==> src/rtl/imm_pkg.sv <==
// Shared opcode and immediate-format definitions
// for the immediate decode stage.
package imm_pkg;

    localparam logic [6:0] OP_IMM    = 7'b0010011;
    localparam logic [6:0] OP_LOAD   = 7'b0000011;
    localparam logic [6:0] OP_JALR   = 7'b1100111;
    localparam logic [6:0] OP_STORE  = 7'b0100011;
    localparam logic [6:0] OP_BRANCH = 7'b1100011;
    localparam logic [6:0] OP_LUI    = 7'b0110111;
    localparam logic [6:0] OP_AUIPC  = 7'b0010111;
    localparam logic [6:0] OP_JAL    = 7'b1101111;
    localparam logic [6:0] OP_REG    = 7'b0110011;

    localparam logic [2:0] F3_SLLI = 3'b001;
    localparam logic [2:0] F3_SRXI = 3'b101;

    typedef enum logic [2:0] {
        FMT_R   = 3'd0,
        FMT_I   = 3'd1,
        FMT_S   = 3'd2,
        FMT_B   = 3'd3,
        FMT_U   = 3'd4,
        FMT_J   = 3'd5,
        FMT_SH  = 3'd6,
        FMT_ILL = 3'd7
    } fmt_t;

    localparam int ILL_W = 16;

endpackage

==> src/rtl/imm_decode_core.sv <==
// Combinational RV32I immediate extractor:
// instruction word in, XLEN immediate and format code out.
module imm_decode_core
    import imm_pkg::*;
#(
    parameter int XLEN = 32
) (
    input  logic [31:0]     ins,
    output logic [XLEN-1:0] imm,
    output logic [2:0]      fmt
);

    logic [6:0]  w_op;
    logic [2:0]  w_f3;
    logic [31:0] w_shamt;
    logic [31:0] w_imm32;

    assign w_op = ins[6:0];
    assign w_f3 = ins[14:12];

    // RV64 shifts use a 6-bit shamt; funct7 bits never leak in
    assign w_shamt = (XLEN == 64) ? {26'd0, ins[25:20]}
                                  : {27'd0, ins[24:20]};

    // Select format and assemble a 32-bit sign-correct immediate
    always_comb begin
        w_imm32 = '0;
        fmt     = FMT_ILL;
        case (w_op)
            OP_IMM: begin
                if (w_f3 == F3_SLLI || w_f3 == F3_SRXI) begin
                    fmt     = FMT_SH;
                    w_imm32 = w_shamt;
                end else begin
                    fmt     = FMT_I;
                    w_imm32 = {{20{ins[31]}}, ins[31:20]};
                end
            end
            OP_LOAD, OP_JALR: begin
                fmt     = FMT_I;
                w_imm32 = {{20{ins[31]}}, ins[31:20]};
            end
            OP_STORE: begin
                fmt     = FMT_S;
                w_imm32 = {{20{ins[31]}}, ins[31:25], ins[11:7]};
            end
            OP_BRANCH: begin
                fmt     = FMT_B;
                w_imm32 = {{19{ins[31]}}, ins[31], ins[7],
                           ins[30:25], ins[11:8], 1'b0};
            end
            OP_LUI, OP_AUIPC: begin
                fmt     = FMT_U;
                w_imm32 = {ins[31:12], 12'd0};
            end
            OP_JAL: begin
                fmt     = FMT_J;
                w_imm32 = {{11{ins[31]}}, ins[31], ins[19:12],
                           ins[20], ins[30:21], 1'b0};
            end
            OP_REG: begin
                fmt     = FMT_R;
                w_imm32 = '0;
            end
            default: begin
                fmt     = FMT_ILL;
                w_imm32 = '0;
            end
        endcase
    end

    // Shift amounts have bit 31 clear, so this is a zero-extend for them
    assign imm = XLEN'($signed(w_imm32));

endmodule

==> src/rtl/imm_decode_stage.sv <==
// Immediate decode stage: decodes on transfer and queues
// {imm, fmt, tag} in a small FIFO; counts illegal opcodes.
module imm_decode_stage
    import imm_pkg::*;
#(
    parameter int XLEN  = 32,
    parameter int DEPTH = 2,
    parameter int TAG_W = 8
) (
    input  logic             clk,
    input  logic             rst,
    input  logic             flush,
    input  logic             in_valid,
    output logic             in_ready,
    input  logic [31:0]      in_ins,
    input  logic [TAG_W-1:0] in_tag,
    output logic             out_valid,
    input  logic             out_ready,
    output logic [XLEN-1:0]  out_imm,
    output logic [2:0]       out_fmt,
    output logic [TAG_W-1:0] out_tag,
    output logic [15:0]      ill_count
);

    localparam int AW = $clog2(DEPTH);

    logic [XLEN-1:0]  r_imm [DEPTH];
    logic [2:0]       r_fmt [DEPTH];
    logic [TAG_W-1:0] r_tag [DEPTH];
    logic [AW:0]      r_wr_ptr;
    logic [AW:0]      r_rd_ptr;
    logic [15:0]      r_ill;

    logic [XLEN-1:0]  w_imm;
    logic [2:0]       w_fmt;
    logic             w_empty;
    logic             w_full;
    logic             w_push;
    logic             w_pop;
    logic [AW-1:0]    w_wr_idx;
    logic [AW-1:0]    w_rd_idx;

    imm_decode_core #(
        .XLEN (XLEN)
    ) u_core (
        .ins (in_ins),
        .imm (w_imm),
        .fmt (w_fmt)
    );

    assign w_wr_idx = r_wr_ptr[AW-1:0];
    assign w_rd_idx = r_rd_ptr[AW-1:0];
    assign w_empty  = (r_wr_ptr == r_rd_ptr);
    assign w_full   = (r_wr_ptr[AW] != r_rd_ptr[AW]) &&
                      (w_wr_idx == w_rd_idx);

    assign in_ready  = !w_full;
    assign out_valid = !w_empty;
    assign w_push    = in_valid && in_ready;
    assign w_pop     = out_valid && out_ready;

    // Empty buffer presents zeros so reset/flush outputs are clean
    assign out_imm = w_empty ? '0 : r_imm[w_rd_idx];
    assign out_fmt = w_empty ? '0 : r_fmt[w_rd_idx];
    assign out_tag = w_empty ? '0 : r_tag[w_rd_idx];

    assign ill_count = r_ill;

    // Entry storage: written only on an accepted, non-flushed push
    always_ff @(posedge clk) begin
        if (!rst && !flush && w_push) begin
            r_imm[w_wr_idx] <= w_imm;
            r_fmt[w_wr_idx] <= w_fmt;
            r_tag[w_wr_idx] <= in_tag;
        end
    end

    // Pointer update; flush drops the buffer and any same-cycle push
    always_ff @(posedge clk) begin
        if (rst) begin
            r_wr_ptr <= '0;
            r_rd_ptr <= '0;
        end else if (flush) begin
            r_rd_ptr <= r_wr_ptr;
        end else begin
            if (w_push) r_wr_ptr <= r_wr_ptr + 1'b1;
            if (w_pop)  r_rd_ptr <= r_rd_ptr + 1'b1;
        end
    end

    // Saturating illegal-opcode counter; flush does not mask transfers
    always_ff @(posedge clk) begin
        if (rst) begin
            r_ill <= '0;
        end else if (w_push && w_fmt == FMT_ILL && r_ill != 16'hFFFF) begin
            r_ill <= r_ill + 16'd1;
        end
    end

endmodule

==> config.mk <==
export PLATFORM = sky130hd
export DESIGN_NAME = imm_decode_stage
export DESIGN_NICKNAME = d
export VERILOG_FILES = /design/src/rtl/imm_pkg.sv /design/src/rtl/imm_decode_core.sv /design/src/rtl/imm_decode_stage.sv
export SDC_FILE = /design/constraint.sdc
export NUM_CORES = 1
export LEC_CHECK = 0
export CORE_MARGIN = 2
export CORE_UTILIZATION = 35
export CTS_BUF_LIST = sky130_fd_sc_hd__clkbuf_8
export CTS_CLUSTER_DIAMETER = 150
export CTS_CLUSTER_SIZE = 12
export DETAILED_ROUTE_END_ITERATION = 12
export PLACE_DENSITY_LB_ADDON = 0.25
export SLEW_MARGIN = 25
export SYNTH_ARGS = -nofsm -noshare
export SYNTH_HDL_FRONTEND = slang
export SYNTH_HIERARCHICAL = 1
export SYNTH_SLANG_ARGS = --single-unit
==> constraint.sdc <==
create_clock -name clk -period 7.6 [get_ports clk]
set_input_delay 1.52 -clock clk [delete_from_list [all_inputs] [get_ports clk]]
set_output_delay 1.52 -clock clk [all_outputs]
set_load 0.01 [all_outputs]
==> results summary, run 1 <==
The initial antenna violation count came out at 0. The signal on the critical path passes through clkdlybuf4s50_1 -> nor2b_1 -> nand3_1 -> a21oi_1 -> nand2b_1 -> and4_1 -> o21ai_1 -> a2111oi_0 -> mux2_1. The TritonCTS buffer count came out at 9. The clock tree from TritonCTS is built. The share of Yosys cell area claimed by the top area cell type came out at 52.19%. Once detail routing completed, the nets flagged for antenna violations numbered 0.

The clock sink count came out at 107. The capture point of the worst path is ill_count[13]. During synthesis, Yosys emitted a total of 6 warnings.

The global-route congestion overflow total came out at 0. The number of setup buffers added after CTS is 0. The setup total negative slack came out at 0 ps. The first routing iteration left 220 violations. The clock-pin slew on the worst setup and hold paths is 90 ps.

The floorplan die height came out at 122.9 um. Dividing the detail-routed via count by the number of cells gives 5.176. The number of core rows is 43. By instance count, the leading cell after synthesis is edfxtp_1. In this run, placement finished with an instance count of 671. For this design, the slowest cell found on the critical path is a21oi_1. The worst reg2reg path depth is 4. The critical-path maximum fanout came out at 16. The flip-flop and latch count after synthesis is 107.

The number of detailed-route iterations in the first pass came out at 6. The H-tree depth reported by CTS is 3. The post-DP HPWL came out at 7.495 mm. The count of final hold-check violations came out at 0. The maximum root-to-sink buffer count came out at 2. STA classifies the critical path startpoint as an input port. The routed wire length came out at 11.33 mm. The peak clock frequency supported by timing is 215.2 MHz. The proportion of register bits with asynchronous set or reset after synthesis came out at 0%. Setup repair after global routing left no endpoint under its margin.

After synthesis, the cell types taking the most area are edfxtp_1 52%, mux2i_1 8.7%, dfxtp_1 8.5%. The flow ran to the end, and the final reports show no timing, DRC or antenna violations. The number of design rule violations left after detail routing came out at 0.

The worst register-to-register path begins at r_wr_ptr[0]. The critical path class is in2reg. The via total after detailed routing came out at 3556. The number of port buffers came out at 105. In this design, the stage delay of the slowest critical-path cell is 650 ps. STA puts the critical path data required time at 7870 ps. The count of cell types in the netlist is 59.

The endpoint identified for the worst register-to-register timing path is ill_count[13]. The arrival time reported for the critical path endpoint came out at 4920 ps. The endpoint class of the critical path is a flip-flop. The synthesized instance count came out at 399.

For this run, the leading register cell type out of synthesis is edfxtp_1. The root buffer cell chosen for the clock tree is clkbuf_8. The first-pass GRT wire length is 17.57 mm. The max-slew violation count came to 0. The starting density of the core is 35.79%. The ratio of cells with drive above 1 in the final layout is 8.679%.

The maximum ir drop on the vdd rail is 0.08491 mV. Sorting the synthesized cells by how often they occur yields 86 x edfxtp_1, 52 x nor2_1, 43 x mux2i_1, 21 x dfxtp_1, 16 x a21oi_1. The worst hold path belongs to the class reg2reg. The width of the die is 122.9 um. The insertion delay to the later sink of the worst-skew pair is 380 ps. Pin placement for this block handled 106 I/O pins.

The post-route fraction of the period consumed by the critical path came out at 61.15%. The die area is 0.01511 mm2. The count of flip-flops with a built-in enable after synthesis came out at 86. Compared with the post-synthesis result, the final layout area differs by 29.53%.

The worst clock skew on the final layout came out at 7.319 ps. The global-route usage over all layers is 15.22%. The critical path starts at in_ins[5]. The number of nets handed over by synthesis was 445.

Each instance of the synthesized netlist takes up on average 12.40 um2. The final number of setup-violating endpoints is 0. The region available for standard cell placement spans 0.01383 mm2. The library cell with the largest summed area after synthesis is edfxtp_1. For the finished layout, the period the worst path requires is 4647 ps. After synthesis, flip-flops and latches occupy 60.68% of the total area. The worst slew slack as a fraction of its limit came out at 40.12%.

The max-capacitance violation count is 0. The sequential cell area is 0.003004 mm2. The maximum number of pins on one net before global-route repair is 44. The number of non-filler instances in the completed layout came out at 687.

The antenna cell count is 0. Summing all multi-input logic gate instances after layout gives 0.001863 mm2. After synthesis the cells add up to 0.004948 mm2. The standby leakage power came out at 0.002202 uW. The power per standard cell area is 188.2 mW/mm2.

The final layout net count is 548. The final routed wire length divided by cell count came out at 16.50 um. The number of gates resized after CTS was 0. The transition time at the pin with the least slew margin is 892.2 ps. The final estimated routing congestion in global placement came out at 0.8663. The final-layout fill cell count came out at 1243. The number of global-route vias before repair came out at 3498.

After clock tree synthesis, the flow added hold-fix buffers numbering 0. The worst register-to-register path has a setup slack of 5250 ps.
worst max-delay path: cells and delay by family:
| kind | cells | cell delay (ps) |
|---|---|---|
| compound gates | 3 | 1510 |
| buf+inv | 1 | 640 |
| mux | 1 | 370 |
| simple gates | 4 | 880 |
routing by layer:
metal	part of all wire, %	vias to the layer above	track usage, %
li1	-	1722	-
met1	45	1736	18.63
met2	49	90	25.86
met3	5.7	8	4.244
met4	1.1	0	5.101
met5	0	-	0
metrics by stage:
| stage | util, % | setup slack [ps] | area (um2) | hold WS (ps) | total power (uW) |
|---|---|---|---|---|---|
| 2_1_floorplan | - | 2321 | 4949 | 499.8 | 769.6 |
| 3_3_place_gp | 44.85 | 2803 | 6201 | 497.9 | 883.8 |
| 3_5_place_dp | 45.05 | 2572 | 6228 | 514.4 | 895.4 |
| 4_1_cts | 46.34 | 2981 | 6407 | 538.1 | 1224 |
| 5_1_grt | 46.36 | 2749 | 6410 | 579.2 | 1264 |
| 6_report | 46.36 | 2953 | 6410 | 536.5 | 1206 |
placed cells by master, fill, tap and decap left out, types with 4 or more instances in the layout:
master / synthesis / layout
nor3_1: 8 / 6
a21o_2: 11 / 11
nor2b_1: 6 / 6
or4_1: 9 / 9
nor2_1: 52 / 50
a21oi_1: 16 / 16
edfxtp_1: 86 / 86
clkdlybuf4s50_1: 0 / 105
inv_1: 8 / 10
a22o_1: 4 / 4
o31ai_1: 11 / 11
o21ai_0: 8 / 8
clkbuf_8: 0 / 11
mux2i_1: 43 / 43
nand3_1: 10 / 10
buf_4: 0 / 4
nand2b_1: 6 / 6
dfxtp_1: 21 / 20
and2b_1: 4 / 4
a21o_1: 8 / 8
nand2_1: 10 / 10
logic make-up after synthesis:
group | after synthesis | share of synthesized area (%)
flops | 107 | 60.68
buf+inv | 26 | 2.200
mux | 44 | 8.925
compound gates | 80 | 11.68
simple gates | 135 | 15.04
xor+xnor | 6 | 1.214
fa+ha+maj | 1 | 0.2528
flip-flops by register name, summed over array words and instances, names as in the netlist, named ones only:
signal     cells
r_wr_ptr       2
r_tag         16
r_fmt          6
ill_count     16
r_rd_ptr       2
r_imm         64
how the worst min path moves through the flow:
| stage | startpoint | endpoint | slack (ps) | cells after the start |
|---|---|---|---|---|
| after floorplan | r_rd_ptr[1] | r_rd_ptr[1] | 500 | 2 |
| after global placement | ill_count[10] | ill_count[10] | 500 | 2 |
| after detailed placement | ill_count[10] | ill_count[10] | 510 | 2 |
| after CTS | ill_count[10] | ill_count[10] | 540 | 2 |
| after global routing | ill_count[10] | ill_count[10] | 580 | 2 |
| final | ill_count[3] | ill_count[3] | 540 | 2 |
power by group:
group | switching, uW | total [uW] | internal (uW) | leakage, uW
logic | 113 | 229 | 117 | 0.00114
clock network | 192 | 328 | 136 | 0.0000988
registers | 6.55 | 649 | 642 | 0.000960
final cells by class:
type / count / area share (%)
Clock buffer: 11 / 2.362
Clock inverter: 5 / 0.4294
Inverter: 8 / 0.4685
Multi-Input combinational cell: 266 / 29.07
Sequential cell: 107 / 46.87
Tap cell: 180 / 3.514
Timing Repair Buffer: 110 / 17.29
Note: power is estimated with default switching activity, not from simulation.
==> inputs of run 2 (changes only) <==
==> constraint.sdc (replaced) <==
create_clock -name clk -period 4.9 [get_ports clk]
set_input_delay 0.98 -clock clk [delete_from_list [all_inputs] [get_ports clk]]
set_output_delay 0.98 -clock clk [all_outputs]
set_load 0.01 [all_outputs]
==> run 2 against run 1 <==
Against the previous run:
- sequential cell count did not move
- critical endpoint unchanged
- via count rose by 0.48%
- sequential share of layout area barely moved
- non-clock buffer count rose by 2
- global-route usage fell by 0.11 points
- wire length barely moved
- clock-buffer cell count did not move
- critical path type unchanged
==> results summary, run 2 (synthesized netlist as in run 1, its figures left out) <==
Run status: completed (unchanged). The beginning of the critical path is in_ins[6] (was in_ins[5]). The number of detailed-route iterations in the first pass came out at 4 (was 6). The total power is 1854 uW (was 1206 uW). The clock network power share came out at 26.5% (was 27.2%). The worst reg2reg path depth came out at 4 (unchanged). The placed instance area is 0.006243 mm2 (was 0.006228 mm2).

The setup total negative slack came to 0 ps (unchanged). The floorplan die height is 122.9 um (unchanged). Critical path, cell by cell: clkdlybuf4s50_1 -> or3_4 -> nor3_1 -> a211oi_1 -> nand2b_1 -> and4_1 -> o21ai_1 -> a2111oi_0 -> mux2_1 (was clkdlybuf4s50_1 -> nor2b_1 -> nand3_1 -> a21oi_1 -> nand2b_1 -> and4_1 -> o21ai_1 -> a2111oi_0 -> mux2_1).

The final estimated routing congestion in global placement was 0.8465 (was 0.8663). The post-DP HPWL is 7.591 mm (was 7.495 mm). The total I/O pin count came out at 106 (unchanged). The switching part of the total is 25.46% (was 25.83%). The worst slack at placement was 710.3 ps (was 2572 ps).

The first-pass GRT wire length is 17.53 mm (was 17.57 mm). The global-route usage over all layers is 15.12% (was 15.22%). The max-capacitance violation count is 0 (unchanged).

The clock sink count came out at 107 (unchanged). The number of design rule violations left after detail routing came out at 0 (unchanged). The endpoint class of the critical path is a flip-flop (unchanged). The transition time at the pin with the least slew margin is 1017 ps (was 892.2 ps). The flip-flop count of the largest register, all copies and words added came to 64 (unchanged). The largest incremental delay on the critical path is 600 ps (was 650 ps). The final design area excluding fillers came out at 0.006414 mm2 (was 0.006410 mm2). The maximum number of pins on one net before global-route repair is 44 (unchanged). The via total after detailed routing came out at 3573 (was 3556). The TritonCTS buffer count is 9 (unchanged). The area inside the core boundary is 0.01383 mm2 (unchanged). The power per standard cell area is 289.1 mW/mm2 (was 188.2 mW/mm2). Commonest cells after routing, fill and taps aside: 105 x clkdlybuf4s50_1, 86 x edfxtp_1, 51 x nor2_1, 43 x mux2i_1, 20 x dfxtp_1 (was 105 x clkdlybuf4s50_1, 86 x edfxtp_1, 50 x nor2_1, 43 x mux2i_1, 20 x dfxtp_1).

The slack of the critical path is 1064 ps (was 2953 ps). The final number of setup-violating endpoints is 0 (unchanged). The final critical path takes up 78.29% of the cycle. The largest register by flop count is r_imm (unchanged). The final layout net count was 550 (was 548). The count of hold-fix buffers inserted at cts came out at 0 (unchanged). The maximum ir drop on the vdd rail came out at 0.1160 mV (was 0.08491 mV). The number of vias per cell after detailed routing came out at 5.186 (was 5.176).

The initial antenna violation count is 0 (unchanged). The number of core rows was 43 (unchanged). The minimum clock period after layout came out at 3836 ps. The count of final hold-check violations came to 0 (unchanged).

The ratio of cells with drive above 1 in the final layout came to 8.251% (was 8.679%). The core occupancy in the finished layout came out at 46.38% (was 46.36%). The clock root buffer master is clkbuf_8 (unchanged). The post-detailed-route count of antenna-violating nets is 0 (unchanged). The max-slew violation count is 0 (unchanged). The startpoint class of the critical path is an input port (unchanged). The reg-to-reg critical path endpoint is r_tag[0][0] (was ill_count[13]). The width of the die came to 122.9 um (unchanged). The standby leakage power was 0.002220 uW (was 0.002202 uW). The maximum root-to-sink buffer count is 2 (unchanged). The insertion delay to the later sink of the worst-skew pair is 380 ps (about the same). The number of port buffers is 105 (unchanged). The clock-pin slew on the worst setup and hold paths was 100 ps (was 90 ps). The fraction of power consumed by sequential logic is 54.9% (was 53.8%).

The reg-to-reg setup timing slack is 2560 ps (was 5250 ps). The routed wire length is 11.33 mm (about the same). The global-route congestion overflow total came out at 0 (unchanged).

The die area came to 0.01511 mm2 (unchanged). The slowest library cell on the worst path is clkdlybuf4s50_1 (was a21oi_1). The H-tree depth reported by CTS is 3 (unchanged). The capture point of the worst path is ill_count[13] (unchanged). The internal power summed over all cells came out at 1382 uW (was 894.7 uW).

The critical path class is in2reg (unchanged). The antenna cell count was 0 (unchanged). The worst clock skew on the final layout came out at 10.05 ps (was 7.319 ps). RSZ-0062 raised after global routing: no (unchanged). The number of gates resized after CTS is 0 (unchanged).

The number of setup buffers added after CTS is 0 (unchanged). The starting density of the core is 35.79% (unchanged). The clock tree from TritonCTS is built (unchanged). The number of global-route vias before repair came to 3482 (was 3498).

The net switching power figure was 472.2 uW (was 311.6 uW). The worst flop-to-flop path startpoint is r_wr_ptr[0] (unchanged). The critical-path maximum fanout came out at 16 (unchanged).

Based on the critical path, the design can be clocked at up to 260.7 MHz. The final routed wire length divided by cell count is 16.44 um (was 16.50 um). The worst slew slack as a fraction of its limit is 31.94% (was 40.12%). The path type of the worst min-delay path is reg2reg (unchanged). The signed area change from the synthesized netlist to the final layout came out at 29.61% (was 29.53%). The most common cell after layout, fill and taps aside is clkdlybuf4s50_1 (unchanged).

The arrival time reported for the critical path endpoint came to 4110 ps (was 4920 ps). The count of routing violations after the opening detailed-route iteration is 194 (was 220). The required time reported for the critical path endpoint came to 5180 ps (was 7870 ps).

The fraction of power consumed by combinational cells came out at 18.6% (was 19.0%).
[run 2: changes by cell type in the layout (fill, tap and decap cells not counted), sizes merged]
cell / before / now
inv: 12 / 13
clkinvlp: 1 / 0
buf: 5 / 7
[run 2: worst min path at each step]
stage	start	cells past startpoint	slack, ps	end
final	ill_count[10]	2	530	ill_count[10]
after global routing	ill_count[6]	2	560	ill_count[6]
after CTS	ill_count[10]	2	520	ill_count[10]
after detailed placement	ill_count[10]	2	500	ill_count[10]
after global placement	ill_count[10]	2	500	ill_count[10]
after floorplan	r_rd_ptr[1]	2	500	r_rd_ptr[1]
[run 2: area by class of cell]
class	count	area, um2
inverter	8	30.03
fill	1256	7413
tap	180	225.2
sequential	107	3004
clock buffer	11	151.4
timing repair buffer	112	1124
multi-input combinational	266	1861
clock inverter	5	18.77
[run 2: layer usage]
layer,wire (um),global-route usage (%)
met4,249,6.968
met5,0,0
met2,5486,24.93
met3,575,3.367
met1,5015,18.92
[run 2: power by group through the flow]
stage	combinational [uW]	clock [uW]	sequential, uW
floorplan	166	0	1030
global placement	334	0	1040
detailed placement	349	0	1040
CTS	350	509	1020
global route	374	544	1020
finish	346	491	1020
[run 2: worst max-delay path, delay by kind of cell]
kind	cells	cell delay [ps]
AO/OA/AOI/OAI	3	1000
buffers and inverters	1	600
multiplexers	1	360
AND/OR/NAND/NOR	4	1180
[run 2: stage by stage]
stage          std cells  hold WS, ps
2_1_floorplan        399        499.8
3_3_place_gp         672        498.1
3_5_place_dp         673        500.2
4_1_cts              689        522.2
5_1_grt              689        560.6
6_report             689        525.1
==> patch 1: new RTL, flow settings as in run 2 <==
Set the parameter `TAG_W` to 10 (it was 8).
--- a/src/rtl/imm_decode_stage.sv
+++ b/src/rtl/imm_decode_stage.sv
@@ -5,7 +5,7 @@
 #(
     parameter int XLEN  = 32,
     parameter int DEPTH = 2,
-    parameter int TAG_W = 8
+    parameter int TAG_W = 10
 ) (
     input  logic             clk,
     input  logic             rst,
Ports: changed (resized in_tag and out_tag); port bits go from 106 to 110. The function was not compared with the original's and may differ.
==> patch 1 against run 2 <==
Sequential cell count rose by 4; synthesized area rose by 2.8%; routed wire length rose by 0.81%; worst setup slack improved by 0.19 ns; design area rose by 2.8%; core utilization fell by 0.52 points; total power rose by 2.6%; count of clock-buffer cells in the layout fell by 1; largest power group unchanged; highest routed layer unchanged.
==> patch 1: results <==
group,metric,value,unit
outcome,status,"finished clean",
clock_tree,post-cts-setup-buffers,0,
global_route,grt_pass1_vias,3635,
finish,layout.nets,558,
timing,whs,0.516,ns
drt,routed_wl,11.4,mm
global_route,gr-usage-all-layers,0.148,
clock_tree,cts_max_level,3,
global_route,antenna_found_initial,0,
finish,diodes,0,
drt,vias,3650,
worst_hold_path,hp-class,"reg -> reg",
pwr,power_switching,486,uW
place,dp_slack,0.912,ns
place,dpl.cell_count,683,
finish,largest_register_ffs,64,
synthesis,async_reset_ff_frac,0,
drt,drt-initial-drc-count,215,
synthesis,synth-edff-count,90,
finish,drive_gt1_frac,0.0951,
pwr,leakage,0.00224,uW
clock_tree,clock_latency,0.36,ns
global_route,grt_pass1_wl,18.4,mm
synthesis,synth_area_per_cell,12.7,um^2
pwr,ir_worst_vdd,0.000123,V
clock_tree,cts-root-buf,"clkbuf_8",
synthesis,synth_commonest_cells,"edfxtp_1, nor2_1, mux2i_1",
clock_tree,cts_buffers,9,
timing,slew_headroom,0.402,
timing,min_period,3.64,ns
synthesis,synth.distinct_cells,61,
timing,fin_skew,0.0139,ns
finish,fillers,1300,
critical_path,reg2reg_slack,2.41,ns
place,gp_congestion,0.863,
place,dp_hpwl,7.77,mm
critical_path,cp_max_fo,16,
place,numPortBuffers,109,
synthesis,ys_seq_area_frac,0.614,
synthesis,synthesis.nets,449,
clock_tree,post_cts_resized,0,
synthesis,yosys_warnings,6,
global_route,grt_max_degree,46,
critical_path,critPathArrivalTime,3.92,ns
drt,viasPerCell,5.22,
finish,top_register,"r_imm",
synthesis,synthTopCellsByArea,"edfxtp_1, mux2i_1, dfxtp_1",
==> patch 1: worst max-delay path, stage by stage <==
cell and delay, ns:
clkdlybuf4s50_1 0.60, or3_4 0.50, nor3_1 0.26, a211oi_1 0.15, nand2b_1 0.14, and4_1 0.33
o21ai_2 0.22, or4_1 0.57, a21oi_1 0.15
==> patch 1: final cells by class <==
type                       instances  area share
sequential                       111       0.474
clock inverter                     6     0.00456
timing repair buffer             116       0.177
inverter                           6     0.00342
multi-input combinational        266       0.286
clock buffer                      10      0.0209
tap                              184      0.0349
==> patch 1: logic make-up after synthesis <==
family | share of synthesized area
simple gates | 0.144
flops | 0.614
compound gates | 0.114
mux | 0.0930
buf+inv | 0.0204
xor+xnor | 0.0118
fa+ha+maj | 0.00246
==> patch 1: per-stage QoR <==
step / util / total power [uW] / instance area [um^2]
final: 0.459 / 1900 / 6590
after global routing: 0.459 / 1990 / 6590
after CTS: 0.459 / 1930 / 6590
after detailed placement: 0.447 / 1450 / 6420
after global placement: 0.445 / 1430 / 6390
after floorplan: - / 1240 / 5080
==> patch 1: final timing paths <==
path	endpoint	depth (start not counted)	startpoint
max	ill_count[6]	9	in_ins[6]
min	ill_count[14]	2	ill_count[14]
max reg2reg	r_tag[1][9]	4	r_wr_ptr[0]
min reg2reg	ill_count[14]	2	ill_count[14]
==> patch 1: power groups by stage <==
stage	Clock, uW	Sequential, uW	Combinational (uW)
2_1_floorplan	0	1070	174
3_3_place_gp	0	1070	354
3_5_place_dp	0	1080	370
4_1_cts	501	1050	371
5_1_grt	539	1060	395
6_report	486	1050	364
==> patch 1: routing by layer <==
metal  share of wire  GRT usage
met3           0.048     0.0318
met4           0.012     0.0456
met1            0.46      0.193
met5               0          0
met2            0.48      0.248
==> patch 2: new RTL, settings of run 2 <==
Made on the original files. Reset style: asynchronous (`rst`), changed in 2 clocked blocks.
--- a/src/rtl/imm_decode_stage.sv
+++ b/src/rtl/imm_decode_stage.sv
@@ -76,7 +76,7 @@
     end
 
     // Pointer update; flush drops the buffer and any same-cycle push
-    always_ff @(posedge clk) begin
+    always_ff @(posedge clk or posedge rst) begin
         if (rst) begin
             r_wr_ptr <= '0;
             r_rd_ptr <= '0;
@@ -89,7 +89,7 @@
     end
 
     // Saturating illegal-opcode counter; flush does not mask transfers
-    always_ff @(posedge clk) begin
+    always_ff @(posedge clk or posedge rst) begin
         if (rst) begin
             r_ill <= '0;
         end else if (w_push && w_fmt == FMT_ILL && r_ill != 16'hFFFF) begin
Function: differs if rst is asserted again (counterexample within 4 cycles, from zero or initial values and one cycle with rst high); with rst held inactive, the same outputs for 4 cycles.
==> patch 2 against run 2 <==
Worst setup slack gained 0.15 ns; critical endpoint is now out_fmt[2]; synthesized area down 2.6%; via count decreased by 11%; sequential cell count fell by 1; design area decreased by 2.1%; die area shrank 2.5%; highest routed layer unchanged; critical path type is now reg -> out; maximum frequency grew 4.1%; routed wire length decreased by 6.1%; global-route usage fell by 0.38 points.
Power is not compared: it rests on default switching activity, and its combinational part moved more than twofold at a synthesized area within 25%.
==> patch 2: results <==
group,metric,value,unit
outcome,status,"finished clean",
timing,slew_headroom,0.380,
clock_tree,cts-root-buf,"clkbuf_8",
synthesis,synthesis.nets,404,
finish,fillers,1258,
drt,viasPerCell,4.97,
synthesis,ys_seq_area_frac,0.640,
place,dp_hpwl,7.09,mm
finish,largest_register_ffs,64,
worst_hold_path,min_from,"ill_count[11]",
global_route,grtUsageMet1,0.193,
finish,drive_gt1_frac,0.0923,
worst_hold_path,hp-class,"reg -> reg",
timing,fin_skew,0.0115,ns
global_route,gr-usage-met2,0.246,
finish,diodes,0,
critical_path,critPathArrivalTime,2.71,ns
pwr,ir_worst_vdd,0.000189,V
global_route,grt_max_degree,46,
place,gp_congestion,0.882,
critical_path,cp_max_fo,44,
synthesis,synth.distinct_cells,51,
finish,layout.nets,507,
place,place_area,0.00604,mm^2
worst_hold_path,min_to,"ill_count[11]",
global_route,grt_pass1_wl,16.4,mm
critical_path,reg2reg_slack,2.66,ns
synthesis,synthTopCellsByArea,"edfxtp_1, dfrtp_1, mux2i_1",
critical_path,path_class,"reg -> out",
critical_path,crit_end,"out_fmt[2]",
finish,top_register,"r_imm",
synthesis,yosys_warnings,6,
pwr,leakage,0.00239,uW
clock_tree,cts_max_level,3,
critical_path,r2r-end,"r_rd_ptr[0]",
drt,drt-initial-drc-count,175,
clock_tree,path_clk_slew,0.10,ns
synthesis,async_reset_ff_frac,0.189,
clock_tree,post-cts-setup-buffers,0,
critical_path,r2r_start,"r_wr_ptr[0]",
clock_tree,clk_path_buf_depth,2,
global_route,grt_pass1_vias,3181,
place,numPortBuffers,105,
global_route,use_met3,0.0207,
critical_path,reg2reg_depth,6,
synthesis,synth-edff-count,86,
global_route,gr-usage-all-layers,0.147,
synthesis,synth_commonest_cells,"edfxtp_1, nor2_1, mux2i_1",
drt,wire_per_inst,16.6,um
drt,first_pass_iters,4,
global_route,antenna_found_initial,0,
worst_hold_path,min_path_cells,1,
clock_tree,post_cts_resized,0,
==> patch 2: changes by cell type in the layout (fill, tap and decap cells not counted), moves of 5 or more <==
cell / before / now
inv_1: 13 / 8
o31ai_1: 11 / 1
nand4_1: 3 / 8
or4_1: 9 / 0
dfrtp_1: 0 / 19
xnor2_1: 3 / 16
a21oi_1: 16 / 3
dfxtp_1: 20 / 0
==> patch 2: final cells by class <==
class                   count  area (um^2)  share of cell area
repair buffers            109         1080               0.172
inverters                   6         22.5             0.00359
clock inverters             7          110              0.0175
well taps                 176          220              0.0351
multi-input cells         229         1630               0.260
flip-flops and latches    106         3080               0.491
clock buffers               9          124              0.0197
==> patch 2: logic make-up after synthesis <==
family,share of synthesized area
buffers and inverters,0.0239
adder cells (fa/ha/maj),0.00259
AND/OR/NAND/NOR,0.132
flip-flops,0.640
XOR/XNOR,0.0382
multiplexers,0.0916
AO/OA/AOI/OAI,0.0727
==> patch 2: worst max-delay path: stages, from the launching register on <==
cell,delay [ns]
dfrtp_1,0.49
xnor2_1,0.29
and2_2,0.81
nor2_1,0.21
clkdlybuf4s50_1,0.53
==> patch 2: stage by stage <==
step	cells	setup slack, ns	hold slack, ns
2_1_floorplan	358	0.247	0.525
5_1_grt	642	0.988	0.545
3_3_place_gp	626	1.11	0.489
3_5_place_dp	626	1.04	0.494
4_1_cts	642	1.12	0.508
6_report	642	1.21	0.504
==> patch 2: routing by layer <==
metal,up-vias,part of all wire
met5,-,0
met4,0,0.017
met3,12,0.038
met2,76,0.49
met1,1589,0.45
li1,1515,-
==> patch 2: power by group <==
part	leakage, uW	switching [uW]	internal [uW]	total, uW
Clock	0.000122	295	335	630
Sequential	0.00105	74.0	1080	1160
Combinational	0.00123	767	800	1570
